File: config.mk
export PLATFORM = sky130hd
export DESIGN_NAME = jag_dram_bank
export DESIGN_NICKNAME = d
export VERILOG_FILES = /design/src/rtl/jag_dram_pkg.sv /design/src/rtl/jag_dram_bank.sv
export SDC_FILE = /design/constraint.sdc
export NUM_CORES = 1
export LEC_CHECK = 0
export BUFFER_PORTS_ARGS = -buffer_cell sky130_fd_sc_hd__buf_2
export CAP_MARGIN = 20
export CORE_MARGIN = 1.5
export CORE_UTILIZATION = 40
export DETAILED_ROUTE_END_ITERATION = 10
export HOLD_SLACK_MARGIN = 0.12
export PLACE_DENSITY = 0.67
export SETUP_SLACK_MARGIN = 0.05
export SLEW_MARGIN = 20
export SYNTH_ARGS = -nofsm -noshare
export SYNTH_HDL_FRONTEND = slang
export SYNTH_SLANG_ARGS = --single-unit
File: constraint.sdc
create_clock -name clk -period 1.3 [get_ports clk]
set_input_delay 0.13 -clock clk [delete_from_list [all_inputs] [get_ports clk]]
set_output_delay 0.13 -clock clk [all_outputs]
set_load 0.02 [all_outputs]
File: src/rtl/jag_dram_pkg.sv
// Shared types and default geometry for the page-mode DRAM responder.
package jag_dram_pkg;

    typedef enum logic [1:0] {
        IDLE     = 2'd0,
        ROW_OPEN = 2'd1,
        COL      = 2'd2,
        CBR      = 2'd3
    } bank_st_e;

    // Single-cycle events a bank reports to the shared datapath.
    typedef struct packed {
        logic access;
        logic cbr;
        logic cas_err;
        logic trcd_err;
    } bank_evt_t;

    localparam int DEF_BANKS   = 2;
    localparam int DEF_DW      = 64;
    localparam int DEF_MAW     = 11;
    localparam int DEF_ROWB    = 9;
    localparam int DEF_COLB    = 9;
    localparam int DEF_CAS_LAT = 2;
    localparam int DEF_TRCD    = 2;

    function automatic int idx_w(input int n);
        return (n > 1) ? $clog2(n) : 1;
    endfunction

endpackage

File: src/rtl/jag_dram_bank.sv
// One RAS/CAS pair: state machine, row latch and RAS-to-CAS delay counter.
module jag_dram_bank
    import jag_dram_pkg::*;
#(
    parameter int ROWB = DEF_ROWB,
    parameter int TRCD = DEF_TRCD
) (
    input  logic            clk,
    input  logic            rst,
    input  logic            rasl,
    input  logic            casl,
    input  logic            ras_fall,
    input  logic            ras_rise,
    input  logic            cas_fall,
    input  logic            cas_rise,
    input  logic [ROWB-1:0] ma_row,
    output logic [ROWB-1:0] row,
    output bank_evt_t       ev
);
    localparam logic [1:0] S_IDLE = IDLE;
    localparam logic [1:0] S_ROW  = ROW_OPEN;
    localparam logic [1:0] S_COL  = COL;
    localparam logic [1:0] S_CBR  = CBR;

    logic [1:0] st;
    logic [7:0] cnt;
    logic       pend;
    logic       access;

    // A lone CAS fall with RAS high may still be the first half of a CBR, so
    // it only becomes an error if CAS rises again without RAS having fallen.
    always_comb begin
        access      = (st == S_ROW) && cas_fall && !rasl;
        ev.access   = access;
        ev.trcd_err = access && (int'(cnt) < TRCD);
        ev.cbr      = (st == S_IDLE) && ras_fall && !casl;
        ev.cas_err  = pend && cas_rise;
    end

    always_ff @(posedge clk or posedge rst) begin
        if (rst) begin
            st   <= S_IDLE;
            row  <= '0;
            cnt  <= '0;
            pend <= 1'b0;
        end else begin
            if (cnt != 8'hFF) cnt <= cnt + 8'd1;
            case (st)
                S_IDLE: begin
                    if (ras_fall) begin
                        pend <= 1'b0;
                        if (!casl) st <= S_CBR;
                        else begin
                            st  <= S_ROW;
                            row <= ma_row;
                            cnt <= 8'd1;
                        end
                    end else if (cas_fall && rasl) pend <= 1'b1;
                    else if (cas_rise) pend <= 1'b0;
                end
                S_ROW:   if (ras_rise) st <= S_IDLE; else if (access) st <= S_COL;
                S_COL:   if (ras_rise) st <= S_IDLE; else if (cas_rise) st <= S_ROW;
                default: if (ras_rise) st <= S_IDLE;
            endcase
        end
    end
endmodule

==> results of run 1 <==
path summary, 6_finish.rpt:
check	startpoint	endpoint	slack (ns)	depth (start not counted)
min in group asynchronous	rst	st[0]	0.36	4
worst min register to register	row[6]	row[6]	0.52	1
worst max register to register	st[1]	row[8]	-0.24	4
worst max-delay path	cnt[5]	ev[0]	-0.25	3
max in group asynchronous	rst	cnt[3]	0.71	4
worst min-delay path	cas_fall	pend	0.15	3
state kept, by name (all words and copies together) (netlist names):
name / cells
pend: 1
row: 9
st: 2
cnt: 8
cells by family after synthesis:
kind of cell | after synthesis | share of synthesized area
buffers and inverters | 7 | 0.04567
AO/OA/AOI/OAI | 21 | 0.1333
flip-flops | 20 | 0.5076
multiplexers | 9 | 0.1142
adder cells (fa/ha/maj) | 1 | 0.01269
AND/OR/NAND/NOR | 32 | 0.1866
power by group:
| part | internal, W | switching, W | total, W | leakage, nW |
|---|---|---|---|---|
| Sequential | 0.000889 | 0.000225 | 0.00111 | 0.243 |
| Combinational | 0.00102 | 0.000912 | 0.00193 | 0.515 |
| Clock | 0.000312 | 0.000217 | 0.000530 | 0.0279 |
| Total | 0.00222 | 0.00135 | 0.00358 | 0.786 |
layout make-up:
class                   instances  area (µm²)
clock buffers                   3       22.52
clock inverters                 1       30.03
fillers                       138       499.2
inverters                       4       17.52
multi-input cells              63       636.9
flip-flops and latches         20       504.2
well taps                      28       35.03
repair buffers                 67       530.5
worst register-to-register path: cells and delay by family, from the launching register on:
family / cells / cell delay (ns)
and+or+nand+nor: 1 / 0.32
DFF: 1 / 0.43
muxes: 1 / 0.34
buffers and inverters: 2 / 0.34
through the flow:
step	std cells	worst slack, ns	total power, W	hold WS (ns)	setup TNS (ns)
after floorplan	90	-0.1012	0.001796	0.09383	-0.3616
after global placement	154	-0.08317	0.002194	0.1643	-0.6400
after detailed placement	154	-0.1101	0.002241	0.1656	-0.8700
after CTS	182	-0.1890	0.003121	0.1600	-2.021
after global routing	186	-0.2869	0.003748	0.1774	-3.820
final	186	-0.2479	0.003578	0.1528	-3.291
routing by layer:
metal | GRT usage | routed length (µm)
met5 | 0 | 0
met4 | 0.06410 | 76
met3 | 0.02571 | 129
met2 | 0.3354 | 1757
met1 | 0.2336 | 1201
cell usage in the layout, fill, tap and decap left out, drive strengths merged, types with 2 or more instances in the layout:
master,count
nand3,4
or3,3
nor2,3
buf,54
a21oi,4
a211oi,2
o21ai,7
mux2,9
a31oi,2
inv,4
nand4,2
dlygate4sd3,13
nor3,6
dfrtp,20
nand2,4
nand2b,3
clkbuf,3
and3,2
what timing repair did:
item                                   in CTS  in global routing
pin swaps                                   8                 10
endpoints found under the hold margin      32                  0
hold buffers                               13                  0
setup endpoints to repair                  15                 22
gates resized for setup                    25                 35
buffers inserted                           11                  4
==> run_results.csv, run 1 <==
group,metric,value,unit
setup_path,path_class,"flip-flop to output port",
routing,wl,3165,µm
clocking,cts_tree,"done",
die,die_w,52.65,µm
final_layout,antenna-diode-count,0,
routing,firstDrtPassIters,4,
timing,finalHoldViolCount,0,
synth,async_flop_share,1.000,
place,postPlaceCellArea,1229,µm²
status,violations,"setup timing",
routing,drt-vias-per-instance,5.516,
setup_path,crit_chain,"nor4_4, and3_4, buf_6",
synth,syn_area,985.9,µm²
global_routing,first_global_vias,882,
clocking,htree_num_levels,1,
timing,rsz0062_at_grt,"true",
setup_path,crit_buf_inv,1,
die,pin_count,30,
timing,fmax,0.6460,GHz
routing,routedWlPerCell,17.02,µm
global_routing,grt_pass1_wl,3788,µm
setup_path,cp_top_family,"simple AND/OR/NAND/NOR gates",
timing,layout_setup_ws,-0.2479,ns
timing,fin_skew,0.006020,ns
global_routing,grt_max_degree,21,
synth,synth.distinct_cells,32,
synth,seq_area_frac_synth,0.5076,
die,start_util,0.4332,
synth,synthTopCellsByArea,"dfrtp_1 51%, mux2_2 6.9%, mux2_4 4.6%",
synth,syn_area_per_cell,10.95,µm²
synth,synth_nets,108,
final_layout,final_util,0.7806,
synth,yosysWarnings,0,
place,portBuffers,29,
clocking,clkSinkCount,20,
routing,ant_nets,0,
setup_path,required,1.17,ns
synth,yosys.area.top_type,"dfrtp_1",
setup_path,worst_path_largest_cell_delay,0.45,ns
final_layout,drive_above_1_share,0.6076,
power_and_ir_drop,peakVddDrop,0.001685,V
die,dieArea,2772,µm²
place,gp_congestion,0.7999,
status,status,"finished, violations left",
final_layout,final_cell_area,1777,µm²
die,fp-row-count,17,
final_layout,area_growth,80.20,%
setup_path,worst_path_max_delay_cell,"dfrtp_2",
synth,synthTopCellsByCount,"20 x dfrtp_1, 6 x mux2_2, 6 x nor3_1, 6 x o21ai_0",
clocking,tritoncts.num_buffers,3,
routing,num_vias,1026,
routing,dr.first_iter.drc_count,24,
setup_path,cp_data_arrival_time,1.42,ns
synth,ys_ff_latch,20,
timing,period_needed,1.548,ns
setup_path,crit_fanout,2,
min_path,min_path_type,"input port to flip-flop",
routing,drc,0,
die,fp.coreArea,2276,µm²
timing,worstMarginPinSlew,0.2677,ns
clocking,clk_pin_slew,0.12,ns
synth,syn_inst,90,
clocking,worstSkewPairLatency,0.32,ns
setup_path,start_kind,"flip-flop",
final_layout,fin_nets,177,
setup_path,endpoint_kind,"output port",
die,die_y,52.65,µm
synth,synthFlopType,"dfrtp_1",
synth,synth_edf_count,0,
global_routing,grt_usage,0.1892,
power_and_ir_drop,total_leakage_power,0.7859,nW
power_and_ir_drop,power_density,2014,nW/µm²
clocking,clk_path_buf_depth,2,
timing,setup_viol,21,
clocking,cts_root_buffer,"clkbuf_4",
timing,relSlewSlack,0.8215,
synth,synth_top_cell_area_share,0.5076,
run,maxCapViolCount,0,
place,dpl.hpwl,1460,µm
global_routing,antenna_found_initial,0,
timing,period_share,1.191,
synth,yosysMostFrequentCell,"dfrtp_1",
timing,slew_violations,0,
global_routing,overflow,0,
No activity file was read; power rests on OpenSTA's default activity.
==> run 2, diff against run 1 <==
==> constraint.sdc (replaced) <==
create_clock -name clk -period 1.3 [get_ports clk]
set_input_delay 0.13 -clock clk [delete_from_list [all_inputs] [get_ports clk]]
set_output_delay 0.13 -clock clk [all_outputs]
set_load 0.005 [all_outputs]
==> run_results.csv, run 2 (same netlist as run 1, synthesis figures left out) <==
group,metric,value,unit
place,portBuffers,29,
place,gp_congestion,0.7914,
global_routing,overflow,0,
setup_path,reg2reg_to,"row[4]",
setup_path,path_class,"flip-flop to flip-flop",
status,status,"finished, violations left",
setup_path,cp_data_arrival_time,1.71,ns
clocking,cts_root_buffer,"clkbuf_4",
power_and_ir_drop,power,0.002910,W
die,pin_count,30,
power_and_ir_drop,pwr-share-clk,0.176,
final_layout,multi_input_area,530.5,µm²
timing,finalHoldViolCount,0,
final_layout,fin_nets,170,
power_and_ir_drop,cellInternalPower,0.001966,W
run,maxCapViolCount,0,
clocking,clkSinkCount,20,
clocking,cts_tree,"done",
final_layout,antenna-diode-count,0,
setup_path,worst-r2r-setup-slack,-0.19,ns
final_layout,regMostFlops,"row",
routing,drc,0,
final_layout,area_growth,59.77,%
timing,worstMarginPinSlew,0.2498,ns
routing,firstDrtPassIters,4,
setup_path,start_kind,"flip-flop",
final_layout,largest_register_ff_count,9,
die,fp.coreArea,2276,µm²
final_layout,final_util,0.6921,
clocking,htree_num_levels,1,
timing,fin_skew,0.01575,ns
final_layout,nFillCells,168,
setup_path,rr_worst_depth,4,
timing,relSlewSlack,0.8335,
setup_path,worst_path_largest_cell_delay,0.42,ns
die,fp-row-count,17,
setup_path,crit_chain,"buf_4, nor4bb_4, buf_6, mux2_2",
power_and_ir_drop,peakVddDrop,0.001750,V
timing,rsz0062_at_grt,"true",
setup_path,reg2reg_from,"st[0]",
power_and_ir_drop,p_sw_frac,0.3246,
die,die_y,52.65,µm
power_and_ir_drop,seqPwrFrac,0.377,
routing,drt-vias-per-instance,5.240,
final_layout,final_cell_area,1575,µm²
routing,routedWlPerCell,13.67,µm
timing,setup_viol,17,
min_path,hold_end,"pend",
die,die_w,52.65,µm
routing,ant_nets,0,
setup_path,endpoint_kind,"flip-flop",
routing,num_vias,938,
final_layout,drive_above_1_share,0.4901,
routing,wl,2447,µm
setup_path,required,1.51,ns
final_layout,reg_top3,"row (9), cnt (8), st (2)",
place,postPlaceCellArea,1214,µm²
global_routing,antenna_found_initial,0,
status,violations,"setup timing",
final_layout,regArea,503.0,µm²
die,start_util,0.4332,
clocking,clk_pin_slew,0.13,ns
final_layout,final_common_cell,"buf_2",
timing,slew_violations,0,
power_and_ir_drop,combPwrFrac,0.447,
min_path,min_path_type,"input port to flip-flop",
setup_path,crit_fanout,9,
clocking,worstSkewPairLatency,0.31,ns
power_and_ir_drop,power_density,1847,nW/µm²
power_and_ir_drop,p_switching,0.0009446,W
place,dpl.hpwl,1524,µm
routing,drt-met1-wl,1064,µm
clocking,clk_path_buf_depth,2,
min_path,hold_path_depth,3,
global_routing,grt_usage,0.1947,
timing,fmax,0.6689,GHz
timing,hold_ws,0.1731,ns
power_and_ir_drop,total_leakage_power,0.7179,nW
setup_path,worst_path_max_delay_cell,"dfrtp_1",
global_routing,first_global_vias,888,
timing,finalSetupTns,-2.072,ns
timing,period_needed,1.495,ns
routing,highest_layer,"met3",
routing,dr.first_iter.drc_count,19,
timing,layout_setup_ws,-0.1949,ns
die,dieArea,2772,µm²
min_path,min_from,"cas_fall",
routing,wl_met3,111,µm
routing,route.met2.wl,1272,µm
final_layout,layout_common_cells,"29 x buf_2, 18 x dfrtp_1, 13 x dlygate4sd3_1",
timing,period_share,1.150,
clocking,tritoncts.num_buffers,3,
global_routing,grt_pass1_wl,3919,µm
global_routing,grt_max_degree,21,
run 2: final cells by class:
cell class | count | share of cell area
Inverter | 4 | 0.01112
Clock inverter | 1 | 0.01906
Clock buffer | 3 | 0.01430
Tap cell | 28 | 0.02224
Timing Repair Buffer | 60 | 0.2772
Sequential cell | 20 | 0.3193
Multi-Input combinational cell | 63 | 0.3368
run 2: power by group through the flow:
| stage | Clock [W] | Combinational [W] | Sequential [W] |
|---|---|---|---|
| 4_1_cts | 0.000522 | 0.00118 | 0.00109 |
| 5_1_grt | 0.000540 | 0.00143 | 0.00113 |
| 6_report | 0.000512 | 0.00130 | 0.00110 |
| 3_3_place_gp | 0 | 0.000901 | 0.00108 |
| 3_5_place_dp | 0 | 0.000932 | 0.00110 |
| 2_1_floorplan | 0 | 0.000505 | 0.00111 |
run 2: per-layer routing:
metal,GRT usage,vias to the layer above
li1,-,460
met1,0.2491,453
met2,0.3354,25
met3,0.05143,0
met4,0.02564,0
met5,0,-
run 2: worst max-delay path, delay by kind of cell, from the launching register on:
| family | cells | cell delay (ns) |
|---|---|---|
| DFF | 1 | 0.42 |
| buffers and inverters | 2 | 0.36 |
| muxes | 1 | 0.34 |
| and+or+nand+nor | 1 | 0.29 |
run 2: what timing repair did:
item	4_1_cts	5_1_grt
pin swaps	3	4
hold buffers	13	0
cloned	0	1
resized for setup	18	10
endpoints found under the hold margin	32	0
endpoints found under the setup margin	16	21
buffers inserted	6	3
run 2: worst max-delay path by stage:
stage / start / end / cells past startpoint
CTS: st[1] / ev[0] / 4
floorplan: st[1] / row[0] / 4
global placement: st[1] / row[6] / 3
global route: st[0] / row[8] / 4
detailed placement: st[1] / row[3] / 3
finish: st[0] / row[4] / 4
run 2: metrics by stage:
step / instances / setup slack, ns
detailed placement: 152 / -0.1086
global placement: 152 / -0.08160
CTS: 175 / -0.1850
global route: 179 / -0.2644
floorplan: 90 / -0.1012
finish: 179 / -0.1949
